--- config.mk ---
export PLATFORM = sky130hd
export DESIGN_NAME = enigma_stream_flat
export DESIGN_NICKNAME = d
export VERILOG_FILES = /design/src/rtl/enigma_stream_if.sv /design/src/rtl/enigma_stream.sv /design/src/flat_wrapper.sv
export SDC_FILE = /design/constraint.sdc
export NUM_CORES = 2
export LEC_CHECK = 0
export BUFFER_PORTS_ARGS = -buffer_cell sky130_fd_sc_hd__buf_2
export CELL_PAD_IN_SITES_DETAIL_PLACEMENT = 1
export CELL_PAD_IN_SITES_GLOBAL_PLACEMENT = 1
export CORE_MARGIN = 2
export CORE_UTILIZATION = 44
export DETAILED_ROUTE_END_ITERATION = 10
export MAX_ROUTING_LAYER = met4
export PLACE_DENSITY = 0.8
export SETUP_SLACK_MARGIN = 0.1
export SYNTH_ARGS = -nofsm -noshare
export SYNTH_HDL_FRONTEND = slang
export SYNTH_SLANG_ARGS = --single-unit
--- constraint.sdc ---
create_clock -name clk -period 10.3 [get_ports clk]
set_clock_uncertainty 0.2 [all_clocks]
set_input_delay 2.06 -clock clk [delete_from_list [all_inputs] [get_ports clk]]
set_output_delay 2.06 -clock clk [all_outputs]
set_load 0.01 [all_outputs]
--- src/rtl/enigma_stream_if.sv ---
// Code-word / output stream bundle for enigma_stream.
// The master side is the host plus the downstream consumer; the slave side is the cipher core.
interface enigma_stream_if #(
    parameter int SYM_W = 6
) ();
    logic             in_valid;
    logic             crypt_mode;
    logic             in_valid_2;
    logic             in_last;
    logic [SYM_W-1:0] code_in;
    logic             in_ready;
    logic             out_valid;
    logic [SYM_W-1:0] out_code;
    logic             out_last;
    logic             out_ready;

    modport master (
        output in_valid, crypt_mode, in_valid_2, in_last, code_in, out_ready,
        input  in_ready, out_valid, out_code, out_last
    );

    modport slave (
        input  in_valid, crypt_mode, in_valid_2, in_last, code_in, out_ready,
        output in_ready, out_valid, out_code, out_last
    );
endinterface

--- src/rtl/enigma_stream.sv ---
// Two-rotor Enigma stream cipher over a 2^SYM_W alphabet.
// It loads its rotor tables through a 2N-beat burst and uses a two-stage valid/ready pipeline.
module enigma_stream #(
    parameter int SYM_W  = 6,
    parameter int STEP_W = 2
) (
    input  logic          clk,
    input  logic          rst,
    enigma_stream_if.slave bus
);
    localparam int N     = 1 << SYM_W;
    localparam int CNT_W = SYM_W + 2;

    typedef logic [SYM_W-1:0] sym_t;

    sym_t a_rot_q [N];
    sym_t a_rot_d [N];
    sym_t a_inv_q [N];
    sym_t a_inv_d [N];
    sym_t b_rot_q [N];
    sym_t b_rot_d [N];
    sym_t b_inv_q [N];
    sym_t b_inv_d [N];

    logic [2:0] pos_q [8];
    logic [2:0] pos_d [8];
    sym_t       shift_q, shift_d;
    logic       mode_q, mode_d;

    logic             load_act_q, load_act_d;
    logic [CNT_W-1:0] beat_q, beat_d;

    logic s1_valid_q, s1_valid_d;
    sym_t s1_code_q, s1_code_d;
    logic s1_last_q, s1_last_d;
    logic out_valid_q, out_valid_d;
    sym_t out_code_q, out_code_d;
    logic out_last_q, out_last_d;

    // P_m packed with P_m[0] in the top octal digit.
    function automatic logic [2:0] perm_src(input logic [2:0] m, input logic [2:0] k);
        logic [7:0][2:0] row;
        case (m)
            3'd0:    row = 24'o01234567;
            3'd1:    row = 24'o10325476;
            3'd2:    row = 24'o23016745;
            3'd3:    row = 24'o04561237;
            3'd4:    row = 24'o45670123;
            3'd5:    row = 24'o56734012;
            3'd6:    row = 24'o67325401;
            default: row = 24'o76543210;
        endcase
        return row[3'd7 - k];
    endfunction

    sym_t       dp_x, dp_a, dp_b_idx, dp_b, dp_r, dp_bi, dp_ai, dp_y, dp_step;
    logic [2:0] dp_c, dp_m;

    always_comb begin
        dp_x     = s1_code_q - shift_q;
        dp_a     = a_rot_q[dp_x];
        dp_b_idx = dp_a;
        dp_b_idx[2:0] = pos_q[dp_a[2:0]];
        dp_b     = b_rot_q[dp_b_idx];
        dp_r     = ~dp_b;
        dp_bi    = b_inv_q[dp_r];
        // pos is always a permutation; scanning downward leaves the smallest match in dp_c.
        dp_c     = 3'd0;
        for (int k = 7; k >= 0; k--) begin
            if (pos_q[k] == dp_bi[2:0]) dp_c = 3'(k);
        end
        dp_ai    = dp_bi;
        dp_ai[2:0] = dp_c;
        dp_y     = a_inv_q[dp_ai] + shift_q;
        dp_step  = '0;
        dp_step[STEP_W-1:0] = mode_q ? dp_ai[STEP_W-1:0] : dp_a[STEP_W-1:0];
        dp_m     = mode_q ? dp_r[2:0] : dp_b[2:0];
    end

    logic             s2_free, advance, in_ready, accept, load_start;
    logic [CNT_W-1:0] beat;
    sym_t             beat_sym;

    always_comb begin
        a_rot_d     = a_rot_q;
        a_inv_d     = a_inv_q;
        b_rot_d     = b_rot_q;
        b_inv_d     = b_inv_q;
        pos_d       = pos_q;
        shift_d     = shift_q;
        mode_d      = mode_q;
        load_act_d  = bus.in_valid;
        beat_d      = beat_q;
        s1_valid_d  = s1_valid_q;
        s1_code_d   = s1_code_q;
        s1_last_d   = s1_last_q;
        out_valid_d = out_valid_q;
        out_code_d  = out_code_q;
        out_last_d  = out_last_q;

        s2_free    = !out_valid_q || bus.out_ready;
        advance    = s1_valid_q && s2_free;
        in_ready   = !bus.in_valid && (!s1_valid_q || s2_free);
        accept     = bus.in_valid_2 && in_ready;
        load_start = bus.in_valid && !load_act_q;
        beat       = load_start ? '0 : beat_q;
        beat_sym   = beat[SYM_W-1:0];

        if (accept) begin
            s1_valid_d = 1'b1;
            s1_code_d  = bus.code_in;
            s1_last_d  = bus.in_last;
        end else if (advance) begin
            s1_valid_d = 1'b0;
        end

        if (advance) begin
            out_valid_d = 1'b1;
            out_code_d  = dp_y;
            out_last_d  = s1_last_q;
            if (s1_last_q) begin
                shift_d = '0;
                for (int k = 0; k < 8; k++) pos_d[k] = 3'(k);
            end else begin
                shift_d = shift_q + dp_step;
                for (int k = 0; k < 8; k++) pos_d[k] = pos_q[perm_src(dp_m, 3'(k))];
            end
        end else if (bus.out_ready) begin
            out_valid_d = 1'b0;
        end

        // Beats past 2N in one burst are ignored; the counter parks at 2N.
        if (bus.in_valid) begin
            if (!beat[SYM_W+1]) begin
                if (!beat[SYM_W]) begin
                    a_rot_d[beat_sym]    = bus.code_in;
                    a_inv_d[bus.code_in] = beat_sym;
                end else begin
                    b_rot_d[beat_sym]    = bus.code_in;
                    b_inv_d[bus.code_in] = beat_sym;
                end
                beat_d = beat + CNT_W'(1);
            end else begin
                beat_d = beat;
            end
            if (load_start) begin
                mode_d  = bus.crypt_mode;
                shift_d = '0;
                for (int k = 0; k < 8; k++) pos_d[k] = 3'(k);
            end
        end
    end

    always_ff @(posedge clk) begin
        if (rst) begin
            for (int i = 0; i < N; i++) begin
                a_rot_q[i] <= '0;
                a_inv_q[i] <= '0;
                b_rot_q[i] <= '0;
                b_inv_q[i] <= '0;
            end
            for (int k = 0; k < 8; k++) pos_q[k] <= 3'(k);
            shift_q     <= '0;
            mode_q      <= 1'b0;
            load_act_q  <= 1'b0;
            beat_q      <= '0;
            s1_valid_q  <= 1'b0;
            s1_code_q   <= '0;
            s1_last_q   <= 1'b0;
            out_valid_q <= 1'b0;
            out_code_q  <= '0;
            out_last_q  <= 1'b0;
        end else begin
            a_rot_q     <= a_rot_d;
            a_inv_q     <= a_inv_d;
            b_rot_q     <= b_rot_d;
            b_inv_q     <= b_inv_d;
            pos_q       <= pos_d;
            shift_q     <= shift_d;
            mode_q      <= mode_d;
            load_act_q  <= load_act_d;
            beat_q      <= beat_d;
            s1_valid_q  <= s1_valid_d;
            s1_code_q   <= s1_code_d;
            s1_last_q   <= s1_last_d;
            out_valid_q <= out_valid_d;
            out_code_q  <= out_code_d;
            out_last_q  <= out_last_d;
        end
    end

    assign bus.in_ready  = in_ready;
    assign bus.out_valid = out_valid_q;
    assign bus.out_code  = out_code_q;
    assign bus.out_last  = out_last_q;
endmodule
--- src/flat_wrapper.sv ---
// flat-port wrapper written by rule: the top's interface ports become plain ports
module enigma_stream_flat 
#(
    parameter int SYM_W  = 6,
    parameter int STEP_W = 2
)
  (clk, rst, bus_in_valid, bus_crypt_mode, bus_in_valid_2, bus_in_last, bus_code_in, bus_out_ready, bus_in_ready, bus_out_valid, bus_out_code, bus_out_last);
  enigma_stream_if #(.SYM_W(SYM_W)) bus_i ();
  input  logic clk;
  input  logic rst;
  input wire logic [$bits(bus_i.in_valid)-1:0] bus_in_valid;
  input wire logic [$bits(bus_i.crypt_mode)-1:0] bus_crypt_mode;
  input wire logic [$bits(bus_i.in_valid_2)-1:0] bus_in_valid_2;
  input wire logic [$bits(bus_i.in_last)-1:0] bus_in_last;
  input wire logic [$bits(bus_i.code_in)-1:0] bus_code_in;
  input wire logic [$bits(bus_i.out_ready)-1:0] bus_out_ready;
  output wire logic [$bits(bus_i.in_ready)-1:0] bus_in_ready;
  output wire logic [$bits(bus_i.out_valid)-1:0] bus_out_valid;
  output wire logic [$bits(bus_i.out_code)-1:0] bus_out_code;
  output wire logic [$bits(bus_i.out_last)-1:0] bus_out_last;
  assign bus_i.in_valid = bus_in_valid;
  assign bus_i.crypt_mode = bus_crypt_mode;
  assign bus_i.in_valid_2 = bus_in_valid_2;
  assign bus_i.in_last = bus_in_last;
  assign bus_i.code_in = bus_code_in;
  assign bus_i.out_ready = bus_out_ready;
  assign bus_in_ready = bus_i.in_ready;
  assign bus_out_valid = bus_i.out_valid;
  assign bus_out_code = bus_i.out_code;
  assign bus_out_last = bus_i.out_last;
  enigma_stream #(.SYM_W(SYM_W), .STEP_W(STEP_W)) u_core (.clk(clk), .rst(rst), .bus(bus_i));
endmodule
# [Yosys cells after proc, flatten, opt, wreduce, memory -nomap -nowiden]
# Index checks and enable logic that the tools add are counted.
[totals] wordCells=419 reg_bits=1592 out_inout_bits=9 in_bits=13
[classes] order_cmp=17 muxes=74 n_eq_ne=14 addsub=4 bitwise_logic=18 reduce_logical=18
[ops] op="bitwise mux 384 bit" n=4
[ops] op="case mux 24 bit (7 select lines)" n=1
[ops] op="binary-select mux 6 bit (select 6 bit)" n=4
[ops] op="2-to-1 mux 24 bit" n=6
[ops] op="2-to-1 mux 6 bit" n=14
[ops] op="binary-select mux 3 bit (select 3 bit)" n=9
[ops] op="2-to-1 mux 3 bit" n=27
[ops] op="demux 6 bit (select 6 bit)" n=2
[ops] op=">= comparator 7 bit (second input constant)" n=6
[ops] op="NOT 6 -> 7 bit" n=6
[ops] op=">= comparator 4 bit (second input constant)" n=9
[ops] op="NOT 3 -> 4 bit" n=9
[ops] op="equality test 3 bit" n=8
[ops] op="2-to-1 mux 8 bit" n=2
[ops] op="less-than comparator 7 x 1 -> 1 bit (second input constant)" n=2
[ops] op="equality test 3 bit (second input constant)" n=3
[ops] op="adder 8 x 1 -> 8 bit (second input constant)" n=1
[ops] op="adder 6 x 2 -> 6 bit" n=1
[ops] op="adder 6 bit" n=1
[ops] op="equality test 3 x 2 -> 1 bit (second input constant)" n=2
[ops] op="logical AND 1 bit" n=6
[ops] op="NOT 6 bit" n=1
[ops] op="AND reduction 3 bit" n=2
[ops] op="subtractor 6 bit" n=1
[ops] op="other kinds (9)" n=18

# [Depth between registers and ports, before layout]
[depth] ltp_word=33 ltp_mapped=51 depth_no_buf=40

# [Least setup slack after synthesis]
# OpenSTA, ideal clock, no wires.
[synth_timing] path_kind="register -> register" startpoint="register u_core.s1_code_q[0]" endpoint="register u_core.out_code_q[5], in the netlist u_core.bus.out_code[5]" synth_period_minus_slack_ps=10014 path_buffers=8 path_slack_ps=286 required_ps=9984 arrival_ps=9698 setup_time_ps=116 path_stages_with_launch=49 path_cell_list="dfxtp_1 inv_1 ha_1 fa_1 xnor2_2 buf_6 mux4_2 mux2i_1 mux2i_1 o211ai_2 mux2_2 a2111oi_1 a31oi_1 mux2_4 buf_6 buf_6 mux4_2 nand3_1 [... 13 more ...] o21a_1 buf_6 buf_6 mux2i_1 mux2_2 o32ai_1 a221oi_1 mux2i_1 mux2_2 ha_1 a21o_1 a21oi_1 o21bai_1 a21oi_1 xnor2_1 nand2_1 a211o_1 o211a_1"
[synth_between] elab_chain_len=32 word_cells_on_any_way=39 classes_between="2 x add/sub; 8 x eq/ne; 23 x mux; 6 x bitwise"
[synth_rtl] element="from (decl)" line_no="enigma_stream.sv:34" source="sym_t s1_code_q, s1_code_d;"
[synth_rtl] element="from (signal assigned)" line_no="enigma_stream.sv:184" source="s1_code_q <= s1_code_d;"
[synth_rtl] element="subtractor 6 bit (*)" line_no="enigma_stream.sv:60" source="dp_x = s1_code_q - shift_q;"
[synth_rtl] element="NOT 6 -> 7 bit (not written as such) (*)" line_no="enigma_stream.sv:61" source="dp_a = a_rot_q[dp_x];"
[synth_rtl] element="binary-select mux 6 bit (select 6 bit) (*)" line_no="enigma_stream.sv:61"
[synth_rtl] element="2-to-1 mux 6 bit (not written as such) (*) (2 in a row)" line_no="enigma_stream.sv:61"
[synth_rtl] element="NOT 3 -> 4 bit (not written as such)" line_no="enigma_stream.sv:63" source="dp_b_idx[2:0] = pos_q[dp_a[2:0]];"
[synth_rtl] element="binary-select mux 3 bit (select 3 bit)" line_no="enigma_stream.sv:63"
[synth_rtl] element="2-to-1 mux 3 bit (not written as such) (2 in a row)" line_no="enigma_stream.sv:63"
[synth_rtl] element="NOT 6 -> 7 bit (not written as such) (*)" line_no="enigma_stream.sv:64" source="dp_b = b_rot_q[dp_b_idx];"
[synth_rtl] element="[... 5 more ...]"
[synth_rtl] element="binary-select mux 6 bit (select 6 bit) (*)" line_no="enigma_stream.sv:66" source="dp_bi = b_inv_q[dp_r];"
[synth_rtl] element="2-to-1 mux 6 bit (not written as such) (*) (2 in a row)" line_no="enigma_stream.sv:66"
[synth_rtl] element="equality test 3 bit" line_no="enigma_stream.sv:70" source="if (pos_q[k] == dp_bi[2:0]) dp_c = 3'(k);"
[synth_rtl] element="2-to-1 mux 3 bit (8 in a row)" line_no="enigma_stream.sv:70"
[synth_rtl] element="NOT 6 -> 7 bit (not written as such) (*)" line_no="enigma_stream.sv:74" source="dp_y = a_inv_q[dp_ai] + shift_q;"
[synth_rtl] element="binary-select mux 6 bit (select 6 bit) (*)" line_no="enigma_stream.sv:74"
[synth_rtl] element="2-to-1 mux 6 bit (not written as such) (*) (2 in a row)" line_no="enigma_stream.sv:74"
[synth_rtl] element="adder 6 bit (*)" line_no="enigma_stream.sv:74"
[synth_rtl] element="to (signal assigned)" line_no="enigma_stream.sv:187" source="out_code_q <= out_code_d;"
[synth_rtl] element="to (decl)" line_no="enigma_stream.sv:37" source="sym_t out_code_q, out_code_d;"
# Every way passes the cells marked *; elsewhere a longest branch is shown, timed or not. The select of a mux whose other input is x is not followed.
# A chain may end at the register's enable or synchronous reset.

# [Worst setup path after layout]
# Ends and elaborated chain as after synthesis.

==> flow_metrics.env <==
export IMPL_portBuffers=21
export IMPL_seq_area_sq_mm=0.0319
export IMPL_synth_cell_types=101
export IMPL_synth_seq_cells=1592
export IMPL_setup_viol=6
export IMPL_synthCells=9407
export IMPL_placed_cells=11200
export IMPL_synthXorXnorAreaFrac_pct=0.505
export IMPL_required_ns=10.83
export IMPL_ir_worst_vdd_uv=143
export IMPL_dr_pass1_iters=6
export IMPL_maxCapViolCount=0
export IMPL_p_int_mw=11.3
export IMPL_crit_path_start_kind="register"
export IMPL_vias=72100
export IMPL_endpoint_kind="register"
export IMPL_drc_errors=0
export IMPL_path_clk_slew_ns=0.06
export IMPL_hold_path_class="register to register"
export IMPL_synth_top_family_by_area="simple AND/OR/NAND/NOR gates"
export IMPL_dieArea_sq_mm=0.172
export IMPL_track_usage_pct=32.8
export IMPL_overflow=0
export IMPL_hold_viol_final=0
export IMPL_design_core_area_sq_mm=0.167
export IMPL_status="finished with violations"
export IMPL_die_w_um=414
export IMPL_slew_violations=0
export IMPL_cts_root_buffer="clkbuf_16"
export IMPL_r2r_slack_ns=-0.95
export IMPL_initial_core_util_pct=44.3
export IMPL_leakagePower_nw=29.1
export IMPL_synth_simple_gate_area_share_pct=21.5
export IMPL_row_count=150
export IMPL_layout_commonest_cell="nor2_1"
export IMPL_gp_congestion=0.948
export IMPL_grt_pass1_vias=73000
export IMPL_multi_input_area_sq_mm=0.0393
export IMPL_htreeDepth=4
export IMPL_cts_tree="yes"
export IMPL_crit_arrival_ns=11.78
export IMPL_grt_pass1_wl_mm=434
export IMPL_drtAntennaViolNets=0
export IMPL_tightest_slew_ns=1.21
export IMPL_fin_setup_tns_ns=-3.79
export IMPL_violations="setup timing"
export IMPL_synth_area_sq_mm=0.0740
export IMPL_max_freq_ghz=0.0889
export IMPL_seq_area_frac_synth_pct=43.1
export IMPL_crit_slowest_cell="fa_4"
export IMPL_muxShareOfSynthArea_pct=12.0
export IMPL_path_class="register to register"
export IMPL_ios=22
export IMPL_fin_nets=9273
export IMPL_dp_slack_ns=-1.40
export IMPL_clk_latency_ns=0.84
export IMPL_hpwlAfterDp_mm=181
export IMPL_die_h_um=414
export IMPL_async_reset_ff_share_pct=0
export IMPL_syn2layout_area_growth_pct=15.3
export IMPL_instances_no_fill=11600
export IMPL_grt_max_degree=193
export IMPL_drive_gt1_share_pct=14.3
export IMPL_synth_edf_count=0
export IMPL_ys_flop_type="dfxtp_1"
export IMPL_cts_buffers_inserted=176
export IMPL_seqPwrFrac_pct=39.3
export IMPL_antenna_found_initial=5
export IMPL_clkSinkCount=1592
export IMPL_clock_power_share_pct=42.9
export IMPL_syn_area_per_cell_sq_um=7.87
export IMPL_synth_compound_area_share_pct=17.5
export IMPL_wl_mm=286
export IMPL_combPwrFrac_pct=17.9
export IMPL_ys_warn_count=0
export IMPL_fin_crit_sh_pct=109
export IMPL_fillCellCount=19800
export IMPL_period_minus_slack_ns=11.25
export IMPL_rsz0062_at_grt="yes"
export IMPL_yosys_area_share_adder_pct=0.301
export IMPL_timing_final_ws_setup_ns=-0.951
export IMPL_final_cell_mix="nor2_1, dfxtp_1, a21oi_1"
export IMPL_clockBufferDepth=3
export IMPL_synth_fp_nets=9436
export IMPL_cp_slowest_stage_delay_ns=0.80
export IMPL_power_density_mw_per_mm2=184
export IMPL_swShare_pct=28.3
export IMPL_path_max_fanout=15
export IMPL_switchingPower_mw=4.46
export IMPL_slew_headroom_pct=19.3
export IMPL_drt_initial_drc_count=7579
export IMPL_post_drt_wl_per_cell_um=24.6
export IMPL_viasPerCell=6.21
==> worst max-delay path, delay by kind of cell (launching register included) <==
family / cells / cell delay [ns]
AOI/OAI and AO/OA: 16 / 3.11
adders and majority gates: 3 / 1.23
buffers and inverters: 14 / 2.17
xor gates and xnor gates: 2 / 0.23
muxes: 7 / 1.92
and+or+nand+nor: 9 / 1.90
DFF: 1 / 0.34
==> state kept, by name, indices dropped and copies added (netlist names) <==
| signal | cells |
|---|---|
| u_core.bus.out_valid | 1 |
| u_core.shift_q | 6 |
| u_core.bus.out_code | 6 |
| u_core.a_rot_q | 384 |
| u_core.mode_q | 1 |
| u_core.b_rot_q | 384 |
| u_core.s1_last_q | 1 |
| u_core.bus.out_last | 1 |
| u_core.b_inv_q | 384 |
| u_core.s1_code_q | 6 |
| u_core.beat_q | 8 |
| u_core.a_inv_q | 384 |
| u_core.pos_q | 24 |
| u_core.load_act_q | 1 |
| u_core.s1_valid_q | 1 |
==> worst paths after layout <==
kind / startpoint / endpoint / depth (start not counted)
max: u_core.s1_code_q[0]$_SDFFE_PP0P_ / u_core.bus.out_code[5]$_SDFFE_PP0P_ / 51
min reg2reg: u_core.a_rot_q[87]$_SDFFE_PP0P_ / u_core.a_rot_q[87]$_SDFFE_PP0P_ / 2
max reg2reg: u_core.s1_code_q[0]$_SDFFE_PP0P_ / u_core.bus.out_code[5]$_SDFFE_PP0P_ / 51
min: u_core.a_rot_q[87]$_SDFFE_PP0P_ / u_core.a_rot_q[87]$_SDFFE_PP0P_ / 2
==> synthesized netlist by cell type (all sizes together), types with 14 or more instances <==
library cell     n  area [sq um]
a211oi          84           648
a21oi         1547          7770
a221oi          26           228
a22oi           15           118
a31oi           64           400
and2            81           507
and3            39           244
buf            198          1100
clkbuf         697          2620
dfxtp         1592         31900
inv             23          86.3
mux2           121          1370
mux2i          277          2770
mux4           210          4740
nand2         1469          5520
nand3          511          2560
nand4           20           138
nor2          1647          6190
nor2b           14          87.6
nor3            30           150
o211ai          85           648
o21ai          414          2090
o22ai           14          93.8
o32ai           21           191
xnor2           21           191
xor2            20           183
==> cells by family after synthesis <==
family	after synthesis
AOI/OAI and AO/OA	2358
buffers and inverters	919
adders and majority gates	16
and+or+nand+nor	3873
xor gates and xnor gates	41
DFF	1592
muxes	608
==> cell type report <==
type / count / area share, %
flip-flops and latches: 1592 / 37.3
multi-input cells: 6897 / 46.1
clock buffers: 243 / 5.93
clock inverters: 78 / 1.26
repair buffers: 553 / 6.03
diodes: 5 / 0.0147
inverters: 24 / 0.120
well taps: 2204 / 3.23
==> metrics by stage <==
stage	hold WS [ns]	instance area (sq um)	total power, mW	util [%]
floorplan	0.227	74000	7.77	-
global placement	0.234	77700	8.70	46.5
detailed placement	0.246	77700	8.75	46.5
CTS	0.254	84600	15.6	50.6
global route	0.267	85400	16.1	51.0
finish	0.252	85400	15.7	51.1
==> power by group through the flow <==
stage	Combinational (mW)	Sequential, mW	Clock (mW)
5_1_grt	2.92	6.18	7.04
3_5_place_dp	2.43	6.32	0
4_1_cts	2.61	6.18	6.79
2_1_floorplan	1.46	6.31	0
6_report	2.81	6.18	6.74
3_3_place_gp	2.38	6.32	0
==> repair_timing <==
action / in CTS / in global routing
endpoints found under the setup margin: 9 / 8
hold buffers: 0 / 0
cloned: 6 / 3
pin swaps: 34 / 49
setup buffers: 30 / 25
gates resized for setup: 79 / 99
==> routing by layer <==
metal	vias up	share of wire, %	track usage, %
met1	36300	42	41.3
met5	-	0	-
met4	0	3.9	13.8
met3	698	7.9	5.77
li1	32000	-	-
met2	3062	46	51.8
No activity file was read; power rests on OpenSTA's default activity.
